<file path="src/rtl/dp_memory_pkg.sv">
// Shared types and defaults for the DuckHunt on-chip memories.
package memory_pkg;

  typedef enum logic [0:0] {
    MEM_CLEAR = 1'b0,
    MEM_IDLE  = 1'b1
  } mem_state_t;

  localparam int DEF_WORD_SIZE = 16;
  localparam int DEF_NUM_WORDS = 16;
  localparam int DEF_ADDR_BITS = 4;
  localparam int DEF_LANE_BITS = 8;

  function automatic int num_lanes(input int word_size, input int lane_bits);
    return word_size / lane_bits;
  endfunction

endpackage

</file>
<file path="src/rtl/dp_memory_if.sv">
// Write/read/clear bundle of the dual-port memory; master drives requests, slave is the memory.
interface dp_memory_if #(
  parameter int WORD_SIZE = 16,
  parameter int ADDR_BITS = 4,
  parameter int NUM_LANES = 2
);
  logic                 clear;
  logic                 busy;
  logic                 wr_en;
  logic [ADDR_BITS-1:0] wr_addr;
  logic [NUM_LANES-1:0] wr_be;
  logic [WORD_SIZE-1:0] wr_data;
  logic                 rd_en;
  logic [ADDR_BITS-1:0] rd_addr;
  logic [WORD_SIZE-1:0] rd_data;
  logic                 rd_valid;

  modport master (
    output clear, wr_en, wr_addr, wr_be, wr_data, rd_en, rd_addr,
    input  busy, rd_data, rd_valid
  );

  modport slave (
    input  clear, wr_en, wr_addr, wr_be, wr_data, rd_en, rd_addr,
    output busy, rd_data, rd_valid
  );
endinterface

</file>
<file path="src/rtl/mem_clear_seq.sv">
// Clear sequencer: walks every address once after reset or a clear pulse.
module mem_clear_seq
  import memory_pkg::*;
#(
  parameter int NUM_WORDS = DEF_NUM_WORDS,
  parameter int ADDR_BITS = DEF_ADDR_BITS
) (
  input  logic                 clk,
  input  logic                 reset_n,
  input  logic                 clear,
  output logic                 busy,
  output logic                 clr_we,
  output logic [ADDR_BITS-1:0] clr_addr
);
  localparam logic [ADDR_BITS-1:0] LAST_ADDR = ADDR_BITS'(NUM_WORDS - 1);

  mem_state_t           state_reg, state_next;
  logic [ADDR_BITS-1:0] cnt_reg, cnt_next;

  always_ff @(posedge clk or negedge reset_n) begin
    if (!reset_n) begin
      state_reg <= MEM_CLEAR;
      cnt_reg   <= '0;
    end else begin
      state_reg <= state_next;
      cnt_reg   <= cnt_next;
    end
  end

  always_comb begin
    state_next = state_reg;
    cnt_next   = cnt_reg;
    case (state_reg)
      MEM_CLEAR: begin
        // A clear pulse mid-sequence starts the sweep over from address 0.
        if (clear) begin
          cnt_next = '0;
        end else if (cnt_reg == LAST_ADDR) begin
          state_next = MEM_IDLE;
          cnt_next   = '0;
        end else begin
          cnt_next = cnt_reg + 1'b1;
        end
      end
      default: begin
        if (clear) begin
          state_next = MEM_CLEAR;
          cnt_next   = '0;
        end
      end
    endcase
  end

  always_comb begin
    busy     = (state_reg == MEM_CLEAR);
    clr_we   = (state_reg == MEM_CLEAR);
    clr_addr = cnt_reg;
  end

endmodule

</file>
<file path="src/rtl/dp_memory.sv">
// Simple dual-port RAM with lane enables, write-first forwarding and a clear sequencer.
// Define DP_MEMORY_OUTREG_EN to add a second output register stage (read latency 2).
module dp_memory
  import memory_pkg::*;
#(
  parameter int                   WORD_SIZE  = DEF_WORD_SIZE,
  parameter int                   NUM_WORDS  = DEF_NUM_WORDS,
  parameter int                   ADDR_BITS  = DEF_ADDR_BITS,
  parameter int                   LANE_BITS  = DEF_LANE_BITS,
  parameter logic [WORD_SIZE-1:0] INIT_VALUE = '0
) (
  input  logic       clk,
  input  logic       reset_n,
  dp_memory_if.slave bus
);
  localparam int NUM_LANES = num_lanes(WORD_SIZE, LANE_BITS);

  logic [WORD_SIZE-1:0] mem [NUM_WORDS];

  logic                 busy;
  logic                 clr_we;
  logic [ADDR_BITS-1:0] clr_addr;

  logic                 wr_in_range;
  logic                 rd_in_range;
  logic                 user_we;
  logic                 rd_go;
  logic                 fwd_hit;

  logic                 port_we;
  logic [ADDR_BITS-1:0] port_addr;
  logic [NUM_LANES-1:0] port_be;
  logic [WORD_SIZE-1:0] port_data;

  logic [WORD_SIZE-1:0] rd_raw;
  logic [WORD_SIZE-1:0] fwd_word;
  logic [WORD_SIZE-1:0] rd_data_reg;
  logic                 rd_valid_reg;

  mem_clear_seq #(
    .NUM_WORDS (NUM_WORDS),
    .ADDR_BITS (ADDR_BITS)
  ) u_clear_seq (
    .clk      (clk),
    .reset_n  (reset_n),
    .clear    (bus.clear),
    .busy     (busy),
    .clr_we   (clr_we),
    .clr_addr (clr_addr)
  );

  assign bus.busy    = busy;
  assign wr_in_range = (int'(bus.wr_addr) < NUM_WORDS);
  assign rd_in_range = (int'(bus.rd_addr) < NUM_WORDS);
  assign user_we     = !busy && bus.wr_en && wr_in_range;
  assign rd_go       = !busy && bus.rd_en;
  assign fwd_hit     = user_we && (bus.wr_addr == bus.rd_addr);

  // The sequencer owns the write port for the whole clear sweep.
  always_comb begin
    port_we   = user_we;
    port_addr = bus.wr_addr;
    port_be   = bus.wr_be;
    port_data = bus.wr_data;
    if (clr_we) begin
      port_we   = 1'b1;
      port_addr = clr_addr;
      port_be   = '1;
      port_data = INIT_VALUE;
    end
  end

  always_ff @(posedge clk) begin
    if (port_we) begin
      for (int i = 0; i < NUM_LANES; i++) begin
        if (port_be[i]) begin
          mem[port_addr][i*LANE_BITS +: LANE_BITS] <= port_data[i*LANE_BITS +: LANE_BITS];
        end
      end
    end
  end

  always_comb begin
    rd_raw = '0;
    if (rd_in_range) begin
      rd_raw = mem[bus.rd_addr];
    end
  end

  // Write-first: enabled lanes of a same-address write replace the stored lanes.
  for (genvar gi = 0; gi < NUM_LANES; gi++) begin : g_fwd
    assign fwd_word[gi*LANE_BITS +: LANE_BITS] =
      (fwd_hit && bus.wr_be[gi]) ? bus.wr_data[gi*LANE_BITS +: LANE_BITS]
                                 : rd_raw[gi*LANE_BITS +: LANE_BITS];
  end

  always_ff @(posedge clk or negedge reset_n) begin
    if (!reset_n) begin
      rd_data_reg  <= '0;
      rd_valid_reg <= 1'b0;
    end else begin
      rd_valid_reg <= rd_go;
      if (rd_go) begin
        rd_data_reg <= fwd_word;
      end
    end
  end

`ifdef DP_MEMORY_OUTREG_EN
  logic [WORD_SIZE-1:0] out_data_reg;
  logic                 out_valid_reg;

  always_ff @(posedge clk or negedge reset_n) begin
    if (!reset_n) begin
      out_data_reg  <= '0;
      out_valid_reg <= 1'b0;
    end else begin
      out_valid_reg <= rd_valid_reg && !busy;
      if (rd_valid_reg) begin
        out_data_reg <= rd_data_reg;
      end
    end
  end

  // A read in flight when a clear begins must not surface as valid during the sweep.
  assign bus.rd_data  = out_data_reg;
  assign bus.rd_valid = out_valid_reg && !busy;
`else
  assign bus.rd_data  = rd_data_reg;
  assign bus.rd_valid = rd_valid_reg;
`endif

endmodule

</file>
<file path="src/flat_wrapper.sv">
// flat-port wrapper written by rule: the top's interface ports become plain ports
module dp_memory_flat import memory_pkg::*;
#(
  parameter int                   WORD_SIZE  = DEF_WORD_SIZE,
  parameter int                   NUM_WORDS  = DEF_NUM_WORDS,
  parameter int                   ADDR_BITS  = DEF_ADDR_BITS,
  parameter int                   LANE_BITS  = DEF_LANE_BITS,
  parameter logic [WORD_SIZE-1:0] INIT_VALUE = '0
)
  (clk, reset_n, bus_clear, bus_wr_en, bus_wr_addr, bus_wr_be, bus_wr_data, bus_rd_en, bus_rd_addr, bus_busy, bus_rd_data, bus_rd_valid);
  dp_memory_if #(.WORD_SIZE(WORD_SIZE), .ADDR_BITS(ADDR_BITS), .NUM_LANES(2)) bus_i ();
  input  logic clk;
  input  logic reset_n;
  input wire logic [$bits(bus_i.clear)-1:0] bus_clear;
  input wire logic [$bits(bus_i.wr_en)-1:0] bus_wr_en;
  input wire logic [$bits(bus_i.wr_addr)-1:0] bus_wr_addr;
  input wire logic [$bits(bus_i.wr_be)-1:0] bus_wr_be;
  input wire logic [$bits(bus_i.wr_data)-1:0] bus_wr_data;
  input wire logic [$bits(bus_i.rd_en)-1:0] bus_rd_en;
  input wire logic [$bits(bus_i.rd_addr)-1:0] bus_rd_addr;
  output wire logic [$bits(bus_i.busy)-1:0] bus_busy;
  output wire logic [$bits(bus_i.rd_data)-1:0] bus_rd_data;
  output wire logic [$bits(bus_i.rd_valid)-1:0] bus_rd_valid;
  assign bus_i.clear = bus_clear;
  assign bus_i.wr_en = bus_wr_en;
  assign bus_i.wr_addr = bus_wr_addr;
  assign bus_i.wr_be = bus_wr_be;
  assign bus_i.wr_data = bus_wr_data;
  assign bus_i.rd_en = bus_rd_en;
  assign bus_i.rd_addr = bus_rd_addr;
  assign bus_busy = bus_i.busy;
  assign bus_rd_data = bus_i.rd_data;
  assign bus_rd_valid = bus_i.rd_valid;
  dp_memory #(.WORD_SIZE(WORD_SIZE), .NUM_WORDS(NUM_WORDS), .ADDR_BITS(ADDR_BITS), .LANE_BITS(LANE_BITS), .INIT_VALUE(INIT_VALUE)) u_core (.clk(clk), .reset_n(reset_n), .bus(bus_i));
endmodule
</file>
<file path="config.mk">
export PLATFORM = sky130hd
export DESIGN_NAME = dp_memory_flat
export DESIGN_NICKNAME = d
export VERILOG_FILES = /design/src/rtl/dp_memory_pkg.sv /design/src/rtl/dp_memory_if.sv /design/src/rtl/mem_clear_seq.sv /design/src/rtl/dp_memory.sv /design/src/flat_wrapper.sv
export SDC_FILE = /design/constraint.sdc
export NUM_CORES = 1
export LEC_CHECK = 0
export BUFFER_PORTS_ARGS = -buffer_cell sky130_fd_sc_hd__buf_2
export CORE_ASPECT_RATIO = 1.1
export CORE_MARGIN = 3
export CORE_UTILIZATION = 56
export CTS_CLUSTER_DIAMETER = 30
export DETAILED_ROUTE_END_ITERATION = 8
export PLACE_DENSITY = 0.75
export SYNTH_ARGS = -nofsm -noshare
export SYNTH_HDL_FRONTEND = slang
export SYNTH_HIERARCHICAL = 1
export SYNTH_SLANG_ARGS = --single-unit
</file>
<file path="constraint.sdc">
create_clock -name clk -period 2.63 [get_ports clk]
set_clock_uncertainty 0.1 [all_clocks]
set_input_delay 0.6575 -clock clk [delete_from_list [all_inputs] [get_ports clk]]
set_output_delay 0.6575 -clock clk [all_outputs]
set_load 0.01 [all_outputs]
</file>
# Word-level counts from Yosys, hierarchy flattened
# Memories as Yosys holds them, arrays and structs flattened. A register that Yosys moved wholly into a read port is not among the register bits.
# Index checks and enable logic that the tools add are counted.
# totals
regBits	6
latchBits	0
ramBits	256
rom_bits	0
inputBits	31
output_inout_bits	18
wordCells	29
mem_count	1
# memory_table
name	depth	width	rd	rd_clocked_by_memory_dff	wr	line	source
u_core.mem	16	16	1	1	1	dp_memory.sv:18	logic [WORD_SIZE-1:0] mem [NUM_WORDS];
# classes
addsub	1
multipliers	0
n_div	0
magnitude_cmp	0
eq_ne	2
shifts	0
n_mux	18
bitwise_logic	1
n_reduce_logical	3
# op_table
op	count
4-bit 2-to-1 mux	5
16-bit 2-to-1 mux	1
1-bit 2-to-1 mux	11
4-bit by 1-bit adder with 4-bit output (second input constant)	1
4-bit equality test (second input constant)	1
1-bit logical AND	2
2-bit 2-to-1 mux	1
2-bit != test (second input constant)	1
1-bit zero test	1
1-bit NOT	1

# Depth between registers and ports, before layout
# depth
depth_word	4
depth_mapped	7

# Modules after synthesis
# Netlist, hierarchy kept.
# by_module_without_submodules
mod	instances	cells_per_inst	area_per_inst_um2	seq_area_each_um2
dp_memory	1	556	10820.4	8112.8
mem_clear_seq	1	22	241.5	125.1

# Worst setup path before layout
# OpenSTA, ideal clock, no wires.
# synth_path
path_type	reg-to-reg
from	register u_core.u_clear_seq.state_reg
to	memory u_core.mem[2][10], enable pin
setup_time_ps	370
arrival_ps	1977
t_required_ps	2160
slack_ps	183
stages_incl_launch_ff	8
cell_sequence	dfrtp_1 inv_1 buf_4 clkbuf_1 buf_2 a21oi_1 or2_2 nor2_1
# synth_via
elab_chain_len	4
# synth_rtl
item	line	source
start, declared	mem_clear_seq.sv:17	mem_state_t state_reg, state_next;
start signal, assigned	mem_clear_seq.sv:25	state_reg <= state_next;
2-bit 2-to-1 mux / 1-bit logical AND (equally long branches)	dp_memory.sv:65, dp_memory.sv:55	
1-bit 2-to-1 mux (on tied branches)	dp_memory.sv:76, dp_memory.sv:65	
1-bit 2-to-1 mux	dp_memory.sv:74	if (port_we) begin
1-bit 2-to-1 mux (not written as such)	dp_memory.sv:77	mem[port_addr][i*LANE_BITS +: LANE_BITS] <= port_data[i*LANE_BITS +: LANE_BITS];
end, declared	dp_memory.sv:18	
# Several ways; a longest one is shown, not always the timed one.

# Worst setup path in the final report
# layout_path
from	register u_core.u_clear_seq.state_reg
to	output bus_busy
# layout_via
elab_chain_len	1
# layout_rtl
item	line	source
1-bit NOT	--	
end, declared	flat_wrapper.sv:21	output wire logic [$bits(bus_i.busy)-1:0] bus_busy;
# No other way between the ends.

==> out/results.tsv <==
metric	value	unit
status	finished clean	
Syn Nets	610	
NumNets Final	745	
cell count of the worst reg-to-reg path	6	
DP HPWL	16040	um
GPL Wtd Cong	0.8778	
post-synthesis compound-gate area fraction	5.135	%
post-synthesis simple-gate area fraction	4.423	%
clk sinks	278	
htree depth	2	
Die Y	153.4	um
CTS Buffer Depth	3	
Final Max Tran Viols	0	
top cells by area, synth	edfxtp_1 69%, mux4_2 13%, dfrtp_1 5.0%	
CP arrival	1690	ps
Largest register FFs	256	
Core Box Area	0.01923	mm^2
Worst-path clk slew	50	ps
Mapped Area	0.01106	mm^2
Async S/R FF share, synth	7.914	%
Die W	140.0	um
internal power component	9008	uW
crit path cell chain	inv_1 > buf_2	
# port buffers	48	
CP Max Fanout	23	
Syn Area/Cell	19.14	um^2
main combinational cell family by area after synthesis	multiplexers	
register area share after synthesis	74.47	%
Max Cap Violations	0	
CP Data Required Time	1870	ps
VDD IR max	0.0007026	V
Synth Instances	578	
vias per cell	6.224	
Rel. slew slack	58.16	%
CP startpoint kind	register	
vias in the first global route	6741	
Post-synth EDFFs	256	
Initial DRC Count	561	
Distinct cells, synth	37	
share of the synthesized area in the top cell type	69.49	%
first-pass GRT wire length	38890	um
DRC Markers	0	
Final Core Density	70.11	%
largest net degree at the start of global routing	29	
Worst Hold Class	input port to async pin	
io pins	49	
Logic pwr share	5.5	%
total CTS buffers	43	
Antenna diodes	0	
area growth from synthesis to layout	21.89	%
final setup vio count	0	
Core Rows	53	
Worst-Skew Late Latency	520	ps
WL per Instance	25.46	um
fin crit period	2448	ps
drt total wl	25280	um
mux cell area share after synthesis	13.12	%
Synth top cells by count	256 x edfxtp_1, 86 x nor2_1, 64 x mux4_2	
post-synthesis adder-cell area fraction	0.1131	%
Final Hold Vio Count	0	
CP Class	register to primary output	
slowest CP cell	inv_1	
DR pass1 iterations	5	
worst flop-to-flop path endpoint	u_core/mem[10][1]	
clock share of power	50.6	%
Synth Flop Type	edfxtp_1	
Leakage	0.004871	uW
Routed Antenna Nets	0	
dpl cell area	0.01199	mm^2
reg-to-reg setup timing slack	200	ps
Via Count	6180	
All-Layer GR Usage	24.05	%
Starting Density	57.52	%
switching share of power	20.55	%
unrepaired setup endpoints after global routing	no	
Worst setup EP type	primary output	
final setup TNS	0	ps
worst r2r src	u_core/u_clear_seq/state_reg	
share of post-route cells with drive strength above 1	34.45	%
Seq pwr share	43.9	%
Power Dens Cells	840.9	mW/mm^2
most common cell in the synthesized netlist	edfxtp_1	
global route total overflow	0	
NetSw	2330	uW
CTS root buffer	clkbuf_16	
leading area contributor after synthesis	edfxtp_1	
Final Instance Area	0.01348	mm^2
Max Fclk	408.4	MHz
Final Cycle Share	93.09	%
die footprint	0.02148	mm^2
Max stage delay on crit path	490	ps
Yosys warning count	6	
CTS tree	yes	
flops & latches, synth	278	
initial antenna violation count	2	
Worst-Margin Slew	626.9	ps
xor and xnor fraction of the mapped netlist area	0.4637	%
area by class of cell:
class	instances	area, um^2
clock inverters	28	344.1
inverters	23	86.33
well taps	247	309.0
flip-flops and latches	278	8238
multi-input cells	250	2575
repair buffers	117	785.8
clock buffers	50	1145
fillers	1138	5748
layer usage:
layer / GRT usage (%) / vias to the layer above / wire length (um)
met2: 41.19 / 387 / 13290
met4: 11.95 / 4 / 1139
li1: - / 2609 / -
met5: 0 / - / 27
met1: 29.16 / 3096 / 8842
met3: 5.006 / 84 / 1976
how the worst max path moves through the flow:
stage / from / endpoint / slack [ps] / depth (start not counted)
2_1_floorplan: u_core/u_clear_seq/state_reg / u_core/mem[2][10] / 180 / 7
3_3_place_gp: u_core/u_clear_seq/state_reg / u_core/bus.rd_data[7] / 260 / 5
3_5_place_dp: u_core/u_clear_seq/state_reg / u_core/bus.rd_data[6] / 140 / 5
4_1_cts: u_core/u_clear_seq/state_reg / u_core/bus.rd_data[6] / 130 / 5
5_1_grt: u_core/u_clear_seq/state_reg / u_core/mem[14][4] / 70 / 6
6_report: u_core/u_clear_seq/state_reg / bus_busy / 180 / 2
critical path: cells and delay by family (launching register included):
family	cells	cell delay, ps
buf+inv	2	750
flops	1	430
layout by cell type (no fill, tap or decap), drive strengths merged, types with 7 or more instances in the layout:
cell type / count
edfxtp: 256
buf: 117
nor2: 86
mux4: 64
clkbuf: 50
a22o: 32
inv: 25
dfrtp: 22
a221oi: 16
clkinv: 13
bufinv: 7
cell families after synthesis:
kind of cell	Yosys count
AND/OR/NAND/NOR	112
XOR/XNOR	5
adder cells (fa/ha/maj)	1
flip-flops	278
multiplexers	65
AO/OA/AOI/OAI	67
buffers and inverters	50
power groups by stage:
stage	sequential [uW]	clock, uW	combinational, uW
detailed placement	5060	0	616
global route	4980	6020	665
finish	4980	5740	623
global placement	5050	0	600
CTS	4980	5810	624
floorplan	5050	0	367
through the flow:
stage | setup WS [ps] | hold WS [ps] | std cells | total power [uW]
2_1_floorplan | 182.5 | 261.9 | 578 | 5421
3_3_place_gp | 255.3 | 455.8 | 915 | 5651
3_5_place_dp | 141.4 | 469.5 | 915 | 5674
4_1_cts | 127.1 | 43.39 | 993 | 11410
5_1_grt | 74.69 | 79.15 | 993 | 11670
6_report | 181.7 | 45.40 | 993 | 11340
what timing repair did:
action | CTS | global route
gates resized for setup | 0 | 1
hold buffers | 0 | 0
endpoints found under the setup margin | 0 | 5
buffers inserted | 0 | 0
Power figures use the tool's default switching activity.
